File: src/rtl/glb_pkg.sv
// glb_pkg: shared constants, event-word field offsets and FSM state encoding
// for the global event buffer path.
package glb_pkg;
    localparam int ENTRY_W   = 72;
    localparam int N_NBR     = 16;
    localparam int N_PIX     = 12000;
    localparam int PIX_W     = $clog2(N_PIX);
    localparam int VALID_BIT = 71;
    localparam int TS_MSB    = 70;
    localparam int TS_LSB    = 39;
    localparam int IDX_MSB   = 38;
    localparam int IDX_LSB   = 25;
    typedef enum logic [2:0] {IDLE, RD, CAP_WR, EMIT, DONE} state_t;
endpackage

File: src/rtl/nbr_prio_enc.sv
// nbr_prio_enc: combinational lowest-set-bit encoder.
// Ports: req (request vector), idx (index of lowest set bit, 0 when none),
//        any (some bit set), only_one (exactly one bit set).
module nbr_prio_enc
    import glb_pkg::*;
#(
    parameter int N = N_NBR
)(
    input  logic [N-1:0]         req,
    output logic [$clog2(N)-1:0] idx,
    output logic                 any,
    output logic                 only_one
);
    localparam int W = $clog2(N);

    // Scan from the top down so the lowest set bit wins.
    always_comb begin
        idx = '0;
        for (int k = N - 1; k >= 0; k--)
            if (req[k]) idx = W'(k);
    end

    assign any      = |req;
    assign only_one = any && ((req & (req - 1'b1)) == '0);
endmodule

File: src/rtl/glb_buf_nbr_reader.sv
// glb_buf_nbr_reader: accepts one event, reads its 16 buffer neighbours, writes
// the event back, then streams in-window neighbours out as edges.
// Ports: clk/rstn; ev_valid/ev_ready/ev_data event input; buf_pixel_idx/buf_en/
//        buf_wr_rdn/buf_din/buf_dout buffer port; edge_valid/edge_ready/
//        edge_nbr/edge_slot/edge_last edge stream; ev_done/ev_nedges status.
module glb_buf_nbr_reader #(
    parameter int          N_PIX   = glb_pkg::N_PIX,
    parameter int          ENTRY_W = glb_pkg::ENTRY_W,
    parameter int          N_NBR   = glb_pkg::N_NBR,
    parameter logic [31:0] T_WIN   = 32'd50000
)(
    input  logic                       clk,
    input  logic                       rstn,
    input  logic                       ev_valid,
    output logic                       ev_ready,
    input  logic [ENTRY_W-1:0]         ev_data,
    output logic [$clog2(N_PIX)-1:0]   buf_pixel_idx,
    output logic                       buf_en,
    output logic                       buf_wr_rdn,
    output logic [ENTRY_W-1:0]         buf_din,
    input  logic [N_NBR*ENTRY_W-1:0]   buf_dout,
    output logic                       edge_valid,
    input  logic                       edge_ready,
    output logic [ENTRY_W-1:0]         edge_nbr,
    output logic [$clog2(N_NBR)-1:0]   edge_slot,
    output logic                       edge_last,
    output logic                       ev_done,
    output logic [$clog2(N_NBR+1)-1:0] ev_nedges
);
    localparam int PIX_W = $clog2(N_PIX);
    localparam int SLT_W = $clog2(N_NBR);
    localparam int CNT_W = $clog2(N_NBR + 1);

    glb_pkg::state_t            state, nxt;
    logic                       run;
    logic [ENTRY_W-1:0]         ev_reg;
    logic [N_NBR*ENTRY_W-1:0]   nbr_reg;
    logic [N_NBR-1:0]           keep, keep_new;
    logic [CNT_W-1:0]           cnt;
    logic [SLT_W-1:0]           idx;
    logic                       any, only_one;
    logic                       ev_hs, edge_hs;

    nbr_prio_enc #(.N(N_NBR)) u_enc (
        .req      (keep),
        .idx      (idx),
        .any      (any),
        .only_one (only_one)
    );

    // Wrapped 32-bit difference: a neighbour newer than the event wraps to a
    // huge value and falls outside the window.
    always_comb begin
        for (int k = 0; k < N_NBR; k++)
            keep_new[k] = buf_dout[k*ENTRY_W + glb_pkg::VALID_BIT] &&
                (32'(ev_reg[glb_pkg::TS_MSB:glb_pkg::TS_LSB] -
                     buf_dout[k*ENTRY_W + glb_pkg::TS_LSB +: 32]) <= T_WIN);
    end

    always_comb begin
        nxt = state;
        case (state)
            glb_pkg::IDLE:   nxt = ev_hs ? glb_pkg::RD : glb_pkg::IDLE;
            glb_pkg::RD:     nxt = glb_pkg::CAP_WR;
            glb_pkg::CAP_WR: nxt = |keep_new ? glb_pkg::EMIT : glb_pkg::DONE;
            glb_pkg::EMIT:   nxt = (edge_hs && only_one) ? glb_pkg::DONE : glb_pkg::EMIT;
            default:         nxt = glb_pkg::IDLE;
        endcase
    end

    // run holds ev_ready low until the first clock after reset release.
    assign ev_ready      = run && state == glb_pkg::IDLE;
    assign ev_hs         = ev_valid && ev_ready;
    assign buf_en        = state == glb_pkg::RD || state == glb_pkg::CAP_WR;
    assign buf_wr_rdn    = state == glb_pkg::CAP_WR;
    assign buf_pixel_idx = buf_en ? PIX_W'(ev_reg[glb_pkg::IDX_MSB:glb_pkg::IDX_LSB]) : '0;
    assign buf_din       = buf_wr_rdn ? ev_reg : '0;
    assign edge_valid    = state == glb_pkg::EMIT && any;
    assign edge_hs       = edge_valid && edge_ready;
    assign edge_slot     = edge_valid ? idx : '0;
    assign edge_nbr      = edge_valid ? nbr_reg[idx*ENTRY_W +: ENTRY_W] : '0;
    assign edge_last     = edge_valid && only_one;
    assign ev_done       = state == glb_pkg::DONE;
    assign ev_nedges     = ev_done ? cnt : '0;

    always_ff @(posedge clk or negedge rstn) begin
        if (!rstn) begin
            run     <= 1'b0;
            state   <= glb_pkg::IDLE;
            ev_reg  <= '0;
            nbr_reg <= '0;
            keep    <= '0;
            cnt     <= '0;
        end else begin
            run   <= 1'b1;
            state <= nxt;
            if (ev_hs) ev_reg <= ev_data;
            if (state == glb_pkg::CAP_WR) begin
                nbr_reg <= buf_dout;
                keep    <= keep_new;
            end
            if (edge_hs) begin
                keep[idx] <= 1'b0;
                cnt       <= cnt + 1'b1;
            end
            if (state == glb_pkg::DONE) cnt <= '0;
        end
    end
endmodule

File: config.mk
export PLATFORM = sky130hd
export DESIGN_NAME = glb_buf_nbr_reader
export DESIGN_NICKNAME = d
export VERILOG_FILES = /design/src/rtl/glb_pkg.sv /design/src/rtl/nbr_prio_enc.sv /design/src/rtl/glb_buf_nbr_reader.sv
export SDC_FILE = /design/constraint.sdc
export NUM_CORES = 2
export LEC_CHECK = 0
export CORE_AREA = 2 2 540 542
export CTS_CLUSTER_DIAMETER = 100
export DETAILED_ROUTE_END_ITERATION = 8
export DIE_AREA = 0 0 542 544
export HOLD_SLACK_MARGIN = 0.03
export PLACE_DENSITY = 0.47
export SYNTH_ARGS = -nofsm -noshare
export SYNTH_HDL_FRONTEND = slang
export SYNTH_HIERARCHICAL = 1
export SYNTH_SLANG_ARGS = --single-unit
File: constraint.sdc
create_clock -name clk -period 4.5 [get_ports clk]
set_clock_uncertainty 0.1 [all_clocks]
set_input_delay 0.675 -clock clk [delete_from_list [all_inputs] [get_ports clk]]
set_output_delay 0.675 -clock clk [all_outputs]
set_load 0.005 [all_outputs]
; ---- Word level (Yosys, flattened, before mapping)
; Cells that the tools add are included.
[classes]
addsub = 18
multipliers = 1
div_mod_pow = 0
order_cmp = 18
n_eq_ne = 4
shifts = 1
muxes = 31
bitwise_logic = 3
reduce_logical = 30
[ops]
columns = op, count
row1 = 1152-bit by 12-bit variable part select with 72-bit output, 1
row2 = "32-bit by 16-bit <= comparator with 1-bit output, second input constant", 16
row3 = 32-bit subtractor, 16
row4 = 72-bit two-way mux, 2
row5 = 4-bit two-way mux, 17
row6 = 16-bit bitwise AND, 2
row7 = 16-bit two-way mux, 2
row8 = 16-bit OR reduction, 2
row9 = 1-bit logical AND, 24
row10 = 16-bit logical NOT, 1
row11 = 16-bit NOT, 1
row12 = "16-bit by 1-bit subtractor with 16-bit output, second input constant", 1
row13 = 5-bit two-way mux, 3
row14 = 14-bit two-way mux, 1
row15 = 3-bit case mux with 4 select lines, 1
row16 = "4-bit by 4-bit multiplier with 8-bit output, second input constant", 1
row17 = "3-bit by 2-bit equality test with 1-bit output, second input constant", 2
row18 = 3-bit two-way mux, 2
row19 = "5-bit by 1-bit adder with 5-bit output, second input constant", 1
row20 = "4-bit by 5-bit < comparator with 1-bit output, second input constant", 1
row21 = 1-bit demux with 4-bit select, 1
row22 = "4-bit by 1-bit >= comparator with 1-bit output, second input constant", 1
row23 = "3-bit by 1-bit equality test with 1-bit output, second input constant", 1
row24 = "3-bit equality test, second input constant", 1
row25 = 4 further kinds, 5
[totals]
regBits = 1249
latchBits = 0
ramBits = 0
mem_bits_ro = 0
in_bits = 1228
word_cells = 112
n_memories = 0

; ---- Logic depth before layout (Yosys ltp)
[logic_depth]
depth_word = 23
depth_mapped = 15

; ---- Modules after synthesis
; Netlist, hierarchy kept.
[modules_own_cells]
columns = module, n_inst, cells_per_inst, area_per_inst_um2, seq_area_each_um2
row1 = glb_buf_nbr_reader, 1, 10099, 85637.1, 31255.0
row2 = nbr_prio_enc, 1, 51, 327.8, 0.0

; ---- Least setup slack after synthesis
; No wires, ideal clock.
[synth_timing]
kind = input -> register
start = input buf_dout[57]
end = register state[2]
setup_ps = 121
arrival_ps = 3891
required_time_ps = 4279
path_slack_ps = 388
path_stages = 15
path_cell_list = inv_1 > ha_1 > buf_2 > a21o_1 > a31oi_1 > nand3_1 > a211oi_1 > nor2_1 > xor2_1 > or4_1 > or4_1 > or4_1 > nand4_1 > and4b_1 > a22o_1
[synth_via]
elab_chain_len = 6
[synth_rtl]
columns = element, line
row1 = "start, declared", glb_buf_nbr_reader.sv:21  ; input logic [N_NBR*ENTRY_W-1:0] buf_dout,
row2 = 32-bit subtractor, glb_buf_nbr_reader.sv:56  ; (32'(ev_reg[glb_pkg::TS_MSB:glb_pkg::TS_LSB] -
row3 = 32-bit by 16-bit <= comparator with 1-bit output, glb_buf_nbr_reader.sv:57  ; buf_dout[k*ENTRY_W + glb_pkg::TS_LSB +: 32]) <= T_WIN);
row4 = 1-bit logical AND, glb_buf_nbr_reader.sv:55  ; keep_new[k] = buf_dout[k*ENTRY_W + glb_pkg::VALID_BIT] &&
row5 = 16-bit OR reduction, glb_buf_nbr_reader.sv:65  ; glb_pkg::CAP_WR: nxt = |keep_new ? glb_pkg::EMIT : glb_pkg::DONE;
row6 = 3-bit two-way mux, glb_buf_nbr_reader.sv:65
row7 = 3-bit case mux with 4 select lines, glb_buf_nbr_reader.sv:62  ; case (state)
row8 = via nxt[2], glb_buf_nbr_reader.sv:34  ; glb_pkg::state_t state, nxt;
row9 = "end signal, assigned", glb_buf_nbr_reader.sv:89  ; state <= glb_pkg::IDLE;
row10 = "end signal, assigned", glb_buf_nbr_reader.sv:96  ; state <= nxt;
row11 = "end, declared", glb_buf_nbr_reader.sv:34
; The timed path passes the listed nets, and every way through them passes these cells.
; A chain may end at the register's enable or synchronous reset.

; ---- Worst setup path after layout
[layout_timing]
start = register keep[15]
end = output edge_nbr[39]
[layout_via]
elab_chain_len = 19
elab_cells_between_ends = 21
classes_between = mul: 1 / shift: 1 / mux: 17 / reduce/logical: 2
[layout_rtl]
columns = element, line
row1 = "start, declared", glb_buf_nbr_reader.sv:38  ; logic [N_NBR-1:0] keep, keep_new;
row2 = "start signal, assigned", glb_buf_nbr_reader.sv:100  ; keep <= keep_new;
row3 = 4-bit two-way mux (16 in series), nbr_prio_enc.sv:20  ; if (req[k]) idx = W'(k);
row4 = via idx[1], glb_buf_nbr_reader.sv:40  ; logic [SLT_W-1:0] idx;
row5 = 4-bit by 4-bit multiplier with 8-bit output, glb_buf_nbr_reader.sv:81  ; assign edge_nbr = edge_valid ? nbr_reg[idx*ENTRY_W +: ENTRY_W] : '0;
row6 = 1152-bit by 12-bit variable part select with 72-bit output, glb_buf_nbr_reader.sv:81
row7 = 72-bit two-way mux, glb_buf_nbr_reader.sv:81
row8 = "end, declared", glb_buf_nbr_reader.sv:24  ; output logic [ENTRY_W-1:0] edge_nbr,
; The timed path passes the listed nets, and every way through them passes these cells.

==> results.md <==
* Power density normalized to cell area at 641 mW/mm2
* Worst min-delay path category: input pin to register
* Worst setup EP type: primary output
* Worst Setup SP: keep[15]$_DFF_PN0_
* Worst-Skew Late Latency at 0.87 ns
* Async set-reset flop share out of synthesis at 1.00
* Grt total ovfl at 0
* Overall power at 85.1 mW
* Clock transition at the register clock pins on the worst setup and hold paths after CTS at 0.06 ns
* Number of vias per cell at approximately 5.3
* Max cap viols at 0
* Commonest register cell after synthesis: dfrtp_1
* Post-Route Setup TNS at -33.96 ns
* Global placer's final weighted congestion at 1.04
* Total CTS buffers at 164
* Pins over their slew limit at 0
* Total number of H-tree levels at 4
* Reg-to-reg critical path startpoint: ev_reg[41]$_DFFE_PN0P_
* Sinks on Clock Net at 1249
* Placement Cell Area at 0.123 mm2
* First-pass GRT wire length at 731000 um
* Maximum buffer depth of the clock tree at 4
* Ratio of cells with drive above 1 in the final layout at 0.264
* Clk Tree Root Cell: clkbuf_16
* Length of the first detailed-routing pass in iterations at 8
* Largest net degree at the start of global routing at 254
* Biggest fanout along the worst timing path at 7
* TritonCTS clock tree: done
* DRC violation count after routing at 0
* Setup CP Type: register to primary output
* Avg WL per Cell at 30.7 um
* Number of vias in the routed layout at 94215
* Number of flops mapped to enable cells by yosys at 0
* Sequential cell area fraction in the yosys report at 0.364
* Period Utilization, post-route at 1.14
* Cell area after synthesis at 0.0860 mm2
* Number of nets in the layout at about 15000
* Timing-limited maximum frequency at 195 MHz
* DPL Wire Length at 449000 um
* Setup violations, final at 73
* Flip-flop and latch count after synthesis at 1249
* Count of port buffers added during placement at 1400
* Die extent in y at 544 um
* Post-Layout Inst Area at 0.133 mm2
* Final hold viol count at 0
* Row count at 198
* Crit path launch type: register
* Area of the core at 0.289 mm2
* Hold Crit Start: buf_dout[660]
* Number of I/O pins at approximately 1400
* Combined global-route utilization of all metal layers at 0.353
* Number of antenna violations at the first check in global routing at around 150
* Number of global-route vias before repair at 92529
* Tmin final at 5.14 ns
* Synth Net Count at 11875
* Final setup margin at -0.636 ns
* Pin slew with the least headroom to its limit at 1.19 ns
* Most common cell after layout, fill and taps aside: nand2_1
* Number of synthesis warnings at 6
* Layout overhead on the synthesized area at 54.3%
* Number of flip-flops under the largest register name at around 1200
* Setup repair after global routing missed its margin: true
* Gate Count Post-Synth at 10150
* Normalized max-slew margin at 0.208
* Per-instance average area after synthesis at 8.47 um2
* Total detailed-routing wirelength at 543000 um
* Maximum vdd ir drop at 422 uV
* Number of distinct library cell variants in the gate-level netlist after synthesis at 95
* Commonest cells after routing, fill and taps aside: nand2_1, buf_4, clkdlybuf4s50_1
* Worst EP arrival at 4.36 ns
* Status: finished, violations left
* DIE AREA at 0.295 mm2
* Required time reported for the critical path endpoint at about 3.7 ns
* Initial Utilization at 0.297
* Failing checks: setup timing
* Leakage at approximately 63 nW
* Overall die width at roughly 540 um
* Final antenna-violating net count at 0
* First DRT Iteration DRCs at 8916
## worst max-delay path, stage by stage, from the launching register on
cell and delay (ns):
dfrtp_1 0.42, buf_6 0.15, nor2_4 0.08, nor3_2 0.05, o31ai_1 0.25, a211oi_1 0.12, o31a_2 0.44, buf_12 0.20
buf_16 0.16, buf_6 0.14, mux4_2 0.48, mux4_2 0.63, and2_4 0.19, buf_6 0.11
## metrics by stage
| step | setup WS, ns | instances | util | hold WS [ns] |
|---|---|---|---|---|
| after floorplan | 0.388 | 10150 | - | 0.279 |
| after global placement | -1.51 | 17144 | 0.424 | 0.352 |
| after detailed placement | -1.64 | 17144 | 0.424 | 0.357 |
| after CTS | -0.776 | 17492 | 0.449 | 0.153 |
| after global routing | -0.732 | 17632 | 0.458 | 0.202 |
| final | -0.636 | 17668 | 0.458 | 0.212 |
## routing by layer
metal  vias up  wire length (um)  track usage
met5         -               357            0
met4        54             29300        0.168
met3       748             40100       0.0636
met1     46958            241000        0.490
met2      3936            232000        0.529
li1      42519                 -            -
## synth_stat cells (46+ instances only)
master / number / area [um2]
mux4_2: 360 / 8110
nor2b_1: 56 / 350
ha_1: 497 / 6220
mux2_2: 81 / 912
nor2_1: 364 / 1370
o21ai_0: 806 / 4030
a211oi_1: 78 / 586
nor3_1: 131 / 656
and2_1: 208 / 1300
xor2_1: 128 / 1120
inv_1: 610 / 2290
nand2b_1: 73 / 457
o21bai_1: 46 / 345
a31oi_1: 74 / 463
and3_1: 50 / 313
nand3_1: 143 / 716
nand4_1: 115 / 719
a21o_1: 138 / 1040
nand2_1: 2929 / 11000
dfrtp_1: 1249 / 31300
a21oi_1: 527 / 2640
xnor2_1: 179 / 1570
o211ai_1: 68 / 510
o21a_1: 76 / 571
clkbuf_1: 461 / 1730
## where the power goes
part	leakage (nW)	internal, mW	switching [mW]
clock network	2.73	8.31	5.67
registers	15.4	16.6	3.67
logic	44.8	24.1	26.7
## final cells by class
cell class,instances,area (um2)
clock buffer,230,4760
tap,3800,4750
sequential,1249,31300
fill,28138,157000
multi-input combinational,7795,52600
timing repair buffer,3839,35900
inverter,611,2300
antenna,84,210
clock inverter,60,827
## timing repair
item                                    in CTS  in global routing
setup buffers                               49                 87
hold buffers                                 1                  0
pin swaps                                   41                 83
gates cloned                                 8                 20
resized for setup                          342                519
endpoints found under the hold margin      102                  0
endpoints found under the setup margin      82                 86
## worst paths after layout
kind	end	slack [ns]	depth (start not counted)
worst max-delay path	edge_nbr[39]	-0.64	13
worst min-delay path	nbr_reg[660]$_DFFE_PN0P_	0.21	3
worst max register to register	state[2]$_DFF_PN0_	-0.06	16
worst min register to register	nbr_reg[806]$_DFFE_PN0P_	0.37	2
max in group asynchronous	nbr_reg[538]$_DFFE_PN0P_	2.52	3
min in group asynchronous	nbr_reg[690]$_DFFE_PN0P_	0.24	2
## kinds of logic after synthesis
kind of cell,count (synthesis),share of synthesized area
adders and majority gates,497,0.0723
DFF,1249,0.364
other,1,0.0000436
buffers and inverters,1108,0.0485
AOI/OAI and AO/OA,2233,0.161
muxes,480,0.109
and+or+nand+nor,4275,0.214
xor gates and xnor gates,307,0.0313
Note: power is estimated with default switching activity, not from simulation.
